==> src/rtl/mem_line_arbiter.sv <==
// Round-robin arbiter sharing one bank of 8-bit memory lines between two requesters.
// The bank is zeroed after every reset before any request is granted.
//
// state  | meaning
// CLEAR  | walking cnt over every line, writing zero
// IDLE   | waiting for a request; round-robin pick on a tie
// ACCESS | one-cycle bank read or write for the latched owner
// ACK    | one-cycle completion pulse to the owner
module mem_line_arbiter #(
    parameter int ADDR_W = 2,
    localparam int LINES = 1 << ADDR_W
) (
    input  logic              clock,
    input  logic              reset,
    input  logic              req0,
    input  logic              req1,
    input  logic              we0,
    input  logic              we1,
    input  logic [ADDR_W-1:0] addr0,
    input  logic [ADDR_W-1:0] addr1,
    input  logic [7:0]        wdata0,
    input  logic [7:0]        wdata1,
    output logic              ack0,
    output logic              ack1,
    output logic [7:0]        rdata0,
    output logic [7:0]        rdata1,
    output logic [LINES-1:0]  mem_select,
    output logic              mem_rE,
    output logic              mem_wE,
    output logic [7:0]        mem_wdata,
    input  logic [7:0]        mem_rdata,
    output logic              busy
);

    typedef enum logic [1:0] {CLEAR, IDLE, ACCESS, ACK} state_t;

    state_t            state;
    logic [ADDR_W-1:0] cnt;
    logic              owner;
    logic              last;
    logic              lat_we;
    logic [ADDR_W-1:0] lat_addr;
    logic [7:0]        lat_wdata;

    logic              gnt_valid;
    logic              gnt_id;
    logic              gnt_we;
    logic [ADDR_W-1:0] gnt_addr;
    logic [7:0]        gnt_wdata;

    function automatic logic [LINES-1:0] onehot(input logic [ADDR_W-1:0] a);
        return LINES'(1) << a;
    endfunction

    // On a tie the requester that did not win last time takes the bank.
    always_comb begin
        gnt_valid = req0 | req1;
        gnt_id    = 1'b0;
        if (req0 && req1)
            gnt_id = ~last;
        else if (req1)
            gnt_id = 1'b1;
        gnt_we    = gnt_id ? we1    : we0;
        gnt_addr  = gnt_id ? addr1  : addr0;
        gnt_wdata = gnt_id ? wdata1 : wdata0;
    end

    always_ff @(posedge clock) begin
        if (reset) begin
            state     <= CLEAR;
            cnt       <= '0;
            owner     <= 1'b0;
            last      <= 1'b1;
            lat_we    <= 1'b0;
            lat_addr  <= '0;
            lat_wdata <= '0;
            rdata0    <= '0;
            rdata1    <= '0;
        end else begin
            case (state)
                CLEAR: begin
                    if (cnt == ADDR_W'(LINES - 1)) begin
                        state <= IDLE;
                        cnt   <= '0;
                    end else begin
                        cnt <= cnt + 1'b1;
                    end
                end
                IDLE: begin
                    if (gnt_valid) begin
                        state     <= ACCESS;
                        owner     <= gnt_id;
                        last      <= gnt_id;
                        lat_we    <= gnt_we;
                        lat_addr  <= gnt_addr;
                        lat_wdata <= gnt_wdata;
                    end
                end
                ACCESS: begin
                    if (!lat_we) begin
                        if (owner)
                            rdata1 <= mem_rdata;
                        else
                            rdata0 <= mem_rdata;
                    end
                    state <= ACK;
                end
                ACK:     state <= IDLE;
                default: state <= CLEAR;
            endcase
        end
    end

    // Bank-side and handshake outputs depend on registers only.
    always_comb begin
        mem_select = '0;
        mem_wE     = 1'b0;
        mem_rE     = 1'b0;
        mem_wdata  = '0;
        case (state)
            CLEAR: begin
                mem_select = onehot(cnt);
                mem_wE     = 1'b1;
            end
            ACCESS: begin
                mem_select = onehot(lat_addr);
                mem_wdata  = lat_wdata;
                mem_wE     = lat_we;
                mem_rE     = ~lat_we;
            end
            default: ;
        endcase
    end

    assign ack0 = (state == ACK) && !owner;
    assign ack1 = (state == ACK) &&  owner;
    assign busy = (state != IDLE);

endmodule

==> config.mk <==
export PLATFORM = sky130hd
export DESIGN_NAME = mem_line_arbiter
export DESIGN_NICKNAME = d
export VERILOG_FILES = /design/src/rtl/mem_line_arbiter.sv
export SDC_FILE = /design/constraint.sdc
export NUM_CORES = 1
export LEC_CHECK = 0
export CAP_MARGIN = 40
export CORE_MARGIN = 2
export CORE_UTILIZATION = 43
export CTS_BUF_LIST = sky130_fd_sc_hd__clkbuf_4 sky130_fd_sc_hd__clkbuf_8
export DETAILED_ROUTE_END_ITERATION = 7
export PLACE_DENSITY_LB_ADDON = 0.08
export SYNTH_ARGS = -nofsm -noshare
export SYNTH_HDL_FRONTEND = slang
export SYNTH_SLANG_ARGS = --single-unit
==> constraint.sdc <==
create_clock -name clock -period 1.63 [get_ports clock]
set_input_delay 0.326 -clock clock [delete_from_list [all_inputs] [get_ports clock]]
set_output_delay 0.326 -clock clock [all_outputs]
set_load 0.02 [all_outputs]
==> metrics, run 1 <==
run status complete, but fails checks; failing checks negative setup slack; gr usage total a little under a quarter; top-level port count 67; cell taking the most area after synthesis sky130_fd_sc_hd__dfxtp_1; Critical Path End Type output port; core area about 3400 sq um; slowest stage delay, CP between 0.3 and 0.4 ns; later-pin clock latency in the skew report around 0.33 ns; Data arrival, critical path 1.47 ns; standard-cell row count 21; portion of the post-synthesis area used by sequential elements a little over two fifths; initial cell density of the core approximately 46%; vertical die dimension between 60 and 70 um; part of the cycle the worst path needs 110%; most used standard cells in the synthesized netlist 33 x sky130_fd_sc_hd__dfxtp_1, 31 x sky130_fd_sc_hd__nor2_1, 27 x sky130_fd_sc_hd__nand2_1; final wirelength ~4.7 mm; DRC errors left 0; master of the slowest instance on the critical path sky130_fd_sc_hd__dfxtp_2; required time of the critical path between 1 and 1.5 ns; Setup Skew 0.00607 ns; total power divided by cell area about 1200 nW/um^2; leakage power around 1.3 nW; count of endpoints failing setup in the final report 14; cell chain of the critical path inv_2 > buf_6 > ha_4 > nand2_4 > o31ai_4 > buf_6; horizontal die dimension between 60 and 70 um; largest net degree at the start of global routing 23; vias in the first global route 1662; post-route minimum period about 1.8 ns; antenna cell count 0; minimum setup slack after placement -0.351 ns; post-route insts no fill between 300 and 400; share of post-route cells with drive strength above 1 30.0%; number of vias after detailed routing between 1500 and 2000; first-pass GRT wire length ~7.1 mm; total CTS buffers 5; most frequently used cell type in the post-synthesis netlist sky130_fd_sc_hd__dfxtp_1; peak fanout along the critical path 3; CTS H-tree lvls 2; clock tree from TritonCTS yes; weighted congestion at the end of routability-driven global placement between 0.7 and 0.8; Synth async-reset ratio 0%; actual slew at the worst max-slew pin ~0.29 ns; cell area after synthesis about 1600 sq um; initial antenna violation count 0; flip-flop and latch count after synthesis 33; peak supply drop roughly 0.00067 V; remaining number of nets flagged by the antenna check after routing 0; Post-synth EDFFs 0; distinct cell type count after synthesis 25; library cell used as clock root buffer sky130_fd_sc_hd__clkbuf_4; yosys warns 0; total nets after synthesis 219; max-slew violation total from the final report 0; fillers between 200 and 250; total congestion overflow after global routing 0; syn_area_per_cell around 8.7 sq um; Layout area overhead 76.4%; synthesized netlist cell count between 150 and 200; Buffers on Ports 66; maximum root-to-sink buffer count 2; die outline area approximately 4100 sq um; primary flip-flop cell chosen by synthesis mapping sky130_fd_sc_hd__dfxtp_1; kind of cell with the highest combined delay on the critical path flip-flops; critical path startpoint category flip-flop; First DRT Iteration DRCs 59; Buf/Inv on CP 3; setup repair after global routing missed its margin true; number of hold buffers added after cts 0; Total Nets Final ~300; drt wl/cell 15.0 um; Setup CP Type flip-flop to output port; clock input transition at the sequential cells of the worst setup and hold paths roughly 0.10 ns; MaxCap Viol Count 0; fraction of synthesized cell area taken by the top area cell type between 40% and 50%; final hold slack a little under 0.5 ns; Cells after DPL between 200 and 300; Num Clock Sinks 33; achievable frequency approximately 0.56 GHz; Slew headroom 80.4%; main area contributors after synthesis sky130_fd_sc_hd__dfxtp_1 42%, sky130_fd_sc_hd__mux2i_1 12%, sky130_fd_sc_hd__nor2_1 7.5%; setup ws final -0.164 ns; number of detailed-routing iterations run before antenna repair 4; Avg Vias per Cell roughly 5.0; class of the most critical hold timing path flip-flop to flip-flop; final count of hold timing violations 0; critical path's most frequent cell sky130_fd_sc_hd__buf_6; Final HPWL DP ~3.2 mm; accumulated negative setup slack -0.892 ns
[tightest hold or removal path: cells and delay by family, from the launching register on]
| kind | cells | cell delay, ns |
|---|---|---|
| flip-flops | 1 | 0.32 |
| AO/OA/AOI/OAI | 1 | 0.05 |
| AND/OR/NAND/NOR | 1 | 0.09 |
[report_power, final]
group	switching, mW	internal (mW)
clock	0.268	0.312
sequential	0.137	0.944
combinational	0.804	0.914
[layout make-up]
| cell class | instances | area (sq um) | area share [%] |
|---|---|---|---|
| clock buffer | 5 | 37.5 | 1.37 |
| clock inverter | 2 | 35.0 | 1.28 |
| inverter | 4 | 15.0 | 0.547 |
| multi-input combinational | 131 | 971 | 35.4 |
| sequential | 33 | 666 | 24.3 |
| tap | 46 | 57.6 | 2.10 |
| timing repair buffer | 92 | 962 | 35.1 |
[cells by family (layout without fill, tap and decap cells)]
logic type,count (synthesis),after routing,share of synthesized area (%)
adder cells (fa/ha/maj),6,6,4.83
multiplexers,19,19,12.2
buffers and inverters,15,103,4.99
AND/OR/NAND/NOR,80,80,23.1
flip-flops,33,33,42.5
AO/OA/AOI/OAI,26,26,12.4
[state kept, by name, summed over array words and instances, names as in the netlist]
| signal | count |
|---|---|
| lat_wdata | 8 |
| rdata0 | 8 |
| rdata1 | 8 |
| cnt | 2 |
| lat_addr | 2 |
| state | 2 |
| last | 1 |
| lat_we | 1 |
| owner | 1 |
[timing repair]
action / CTS / global route
endpoints found under the hold margin: 0 / 0
gates cloned: 0 / 1
setup endpoints to repair: 26 / 35
setup buffers: 1 / 5
pin swaps: 13 / 7
resized for setup: 130 / 30
[stage by stage]
| stage | utilization [%] | total power [mW] | instance area (sq um) |
|---|---|---|---|
| floorplan | - | 1.76 | 1560 |
| global placement | 70.5 | 2.32 | 2410 |
| detailed placement | 70.5 | 2.39 | 2410 |
| CTS | 74.5 | 3.08 | 2550 |
| global route | 80.3 | 3.57 | 2740 |
| finish | 80.3 | 3.38 | 2740 |
[final timing paths]
check,startpoint,to,slack [ns],cells past startpoint
setup reg to reg,state[0],rdata0[3],0.02,9
hold / removal,lat_wdata[1],lat_wdata[1],0.50,2
hold reg to reg,lat_wdata[1],lat_wdata[1],0.50,2
setup / recovery,state[0],mem_select[1],-0.16,6
[layer usage]
| metal | part of all wire [%] | up-vias | routed length [um] | track usage (%) |
|---|---|---|---|---|
| li1 | - | 781 | - | - |
| met1 | 42 | 747 | 1970 | 23.1 |
| met2 | 52 | 42 | 2460 | 43.2 |
| met3 | 4.7 | 5 | 219 | 5.81 |
| met4 | 1.1 | 0 | 53 | 9.31 |
| met5 | 0 | - | 0 | 0 |
[cells in the final DEF, fill, tap and decap left out, types with 9 or more instances in the layout]
cell                              count
sky130_fd_sc_hd__clkdlybuf4s50_1     33
sky130_fd_sc_hd__nor2_1              31
sky130_fd_sc_hd__dfxtp_1             31
sky130_fd_sc_hd__nand2_1             26
sky130_fd_sc_hd__buf_6               20
sky130_fd_sc_hd__mux2i_1             19
sky130_fd_sc_hd__buf_4               18
sky130_fd_sc_hd__a311oi_1            11
sky130_fd_sc_hd__and2_4               9
sky130_fd_sc_hd__dlygate4sd2_1        9
Note: power is estimated with default switching activity, not from simulation.
==> run 2: changes to the inputs <==
--- a/config.mk
+++ b/config.mk
@@ -10,7 +10,7 @@
 export CORE_UTILIZATION = 43
 export CTS_BUF_LIST = sky130_fd_sc_hd__clkbuf_4 sky130_fd_sc_hd__clkbuf_8
 export DETAILED_ROUTE_END_ITERATION = 7
-export PLACE_DENSITY_LB_ADDON = 0.08
+export PLACE_DENSITY = 0.86
 export SYNTH_ARGS = -nofsm -noshare
 export SYNTH_HDL_FRONTEND = slang
 export SYNTH_SLANG_ARGS = --single-unit
==> run 2 against run 1 <==
The run still ends with negative setup slack left. Total power is 1.8% higher. Core utilization is 0.84 points lower. Sequential share of layout area up 0.26 points. Routed wire length is 8.0% higher. First-iteration DRC count rose to 2.7 times the previous value. Sequential power hardly changed. Critical path depth is 1 lower. Worst hold slack improved by 0.0016 ns. Die area is the same. Flip-flop and latch count stayed put. Non-clock buffer count decreased by 3. Clock-buffer cell count grew 2.
==> metrics, run 2 (synthesis gave the netlist of run 1 again) <==
vias in the first global route 1503 (-9.6%); vertical die dimension 64.1 um (unchanged); number of detailed-routing iterations run before antenna repair 4 (unchanged); share of post-route cells with drive strength above 1 30.6% (+0.60 points); sequential cell area 666 sq um (unchanged); largest registers lat_wdata x8, rdata0 x8, rdata1 x8; final count of hold timing violations 0 (unchanged); Total Nets Final 304 (-0.98%); top library cells by usage in the layout, fill and taps aside 33 x sky130_fd_sc_hd__clkdlybuf4s50_1, 31 x sky130_fd_sc_hd__nor2_1, 31 x sky130_fd_sc_hd__dfxtp_1; CTS H-tree lvls 2 (unchanged); MaxCap Viol Count 0 (unchanged); Avg Vias per Cell 5.23 (+3.8%); total CTS buffers 5 (unchanged); later-pin clock latency in the skew report 0.33 ns (about the same); drt wl/cell 16.3 um (+8.7%); setup ws final -0.0875 ns (+0.0767 ns); Final HPWL DP 3.05 mm (-3.7%); total congestion overflow after global routing 0 (unchanged); Setup Skew 0.00581 ns (-0.000254 ns); part of the cycle the worst path needs 105% (-4.7 points); number of vias after detailed routing 1625 (+3.2%); Slew headroom 76.0% (-4.4 points); max-slew violation total from the final report 0 (unchanged); first-pass GRT wire length 6.95 mm (-2.8%); minimum setup slack after placement -0.349 ns (+0.00234 ns); weighted congestion at the end of routability-driven global placement 0.829 (+9.1%); internal power 2.21 mW (+1.8%); setup repair after global routing missed its margin true; initial antenna violation count 0 (unchanged); Cells after DPL 300 (+0.33%); number of hold buffers added after cts 0 (unchanged); clock share of power 19.3% (+2.1 points); antenna cell count 0 (unchanged); part of the total power dissipated in sequential elements 31.7% (-0.3 points); remaining number of nets flagged by the antenna check after routing 0 (unchanged); required time of the critical path 1.30 ns (about the same); most common cell after layout, fill and taps aside sky130_fd_sc_hd__clkdlybuf4s50_1; NetSw 1.23 mW (+1.7%); post-route minimum period 1.72 ns (-0.0767 ns); DRC errors left 0 (unchanged); count of endpoints failing setup in the final report 16 (+2); Setup CP Type flip-flop to output port; gr usage total 21.6% (-1.1 points); Placement Cell Area 2390 sq um (-0.93%); Buffers on Ports 66 (unchanged); maximum root-to-sink buffer count 2 (unchanged); standard-cell row count 21 (unchanged); critical path startpoint category flip-flop; peak fanout along the critical path 3 (unchanged); top-level port count 67 (unchanged); fillers 211 (-7.9%); combinational share of power 49.1% (-1.7 points); die outline area 4110 sq um (unchanged); final wirelength 5.08 mm (+8.0%); run status complete, but fails checks; clock input transition at the sequential cells of the worst setup and hold paths 0.10 ns (about the same); area taken by multi-input logic gates 957 sq um (-1.4%); Num Clock Sinks 33 (unchanged); failing checks negative setup slack; final hold slack 0.499 ns (+0.00157 ns); largest net degree at the start of global routing 23 (unchanged); peak supply drop 0.000619 V (-7.2%); Data arrival, critical path 1.39 ns (-0.08 ns); horizontal die dimension 64.1 um (unchanged); library cell used as clock root buffer sky130_fd_sc_hd__clkbuf_4; sw frac 35.8% (about the same); initial cell density of the core 45.5% (unchanged); post-route insts no fill 311 (-0.64%); achievable frequency 0.582 GHz (+4.5%); total power divided by cell area 1270 nW/um^2 (+2.9%); class of the most critical hold timing path flip-flop to flip-flop; Critical Path End Type output port; core area 3420 sq um (unchanged); actual slew at the worst max-slew pin 0.359 ns (+0.0653 ns); First DRT Iteration DRCs 157 (+170%); clock tree from TritonCTS yes; leakage power 1.39 nW (+5.6%); Layout area overhead 74.6%; area of all placed cells without fillers 2720 sq um (-1.0%)
[run 2: cell count changes in the layout (fill, tap and decap cells not counted), sizes merged]
| cell | previous run | this run |
|---|---|---|
| dlygate4sd2 | 9 | 2 |
| dlymetal6s2s | 7 | 14 |
| buf | 42 | 39 |
| clkbuf | 6 | 8 |
| clkinv | 1 | 0 |
[run 2: layer usage]
metal | routed length (um) | GRT usage [%] | share of wire, % | vias up
met5 | 0 | 0 | 0 | -
met3 | 220 | 3.52 | 4.3 | 9
li1 | - | - | - | 779
met2 | 2600 | 38.0 | 51 | 55
met1 | 2170 | 26.1 | 43 | 782
met4 | 95 | 8.51 | 1.9 | 0
[run 2: repair_timing]
action | 4_1_cts | 5_1_grt
pin swaps | 6 | 12
setup buffers | 1 | 1
resized for setup | 106 | 54
setup endpoints to repair | 19 | 40
gates cloned | 0 | 1
[run 2: area by class of cell]
class                   instances  share of cell area [%]
clock inverters                 1                    1.11
well taps                      46                    2.12
clock buffers                   7                    2.17
inverters                       4                   0.737
multi-input cells             131                    35.3
repair buffers                 89                    34.1
flip-flops and latches         33                    24.5
[run 2: worst paths after layout]
path | startpoint | to | slack, ns | cells after the start
max | state[1] | mem_select[0] | -0.09 | 5
min | rdata0[4] | rdata0[4] | 0.50 | 2
max reg2reg | state[1] | rdata0[7] | 0.06 | 6
min reg2reg | rdata0[4] | rdata0[4] | 0.50 | 2
[run 2: power by group through the flow]
stage	registers (mW)	logic [mW]	clock network, mW
2_1_floorplan	1.06	0.703	0
3_3_place_gp	1.05	1.27	0
3_5_place_dp	1.05	1.30	0
4_1_cts	1.06	1.35	0.663
5_1_grt	1.10	1.80	0.717
6_report	1.09	1.69	0.663
[run 2: critical path, cell delays in order, from the launching register on]
cell and delay [ns]:
sky130_fd_sc_hd__dfxtp_4 0.38, sky130_fd_sc_hd__inv_4 0.07, sky130_fd_sc_hd__ha_4 0.16, sky130_fd_sc_hd__nand2b_4 0.07
sky130_fd_sc_hd__o31ai_4 0.22, sky130_fd_sc_hd__buf_6 0.15
[run 2: per-stage QoR]
step	power (mW)	utilization, %	TNS (ns)
4_1_cts	3.08	73.2	-0.559
5_1_grt	3.62	79.5	-1.65
3_3_place_gp	2.32	69.9	-3.42
2_1_floorplan	1.76	-	0
6_report	3.44	79.5	-0.791
3_5_place_dp	2.36	69.9	-4.08
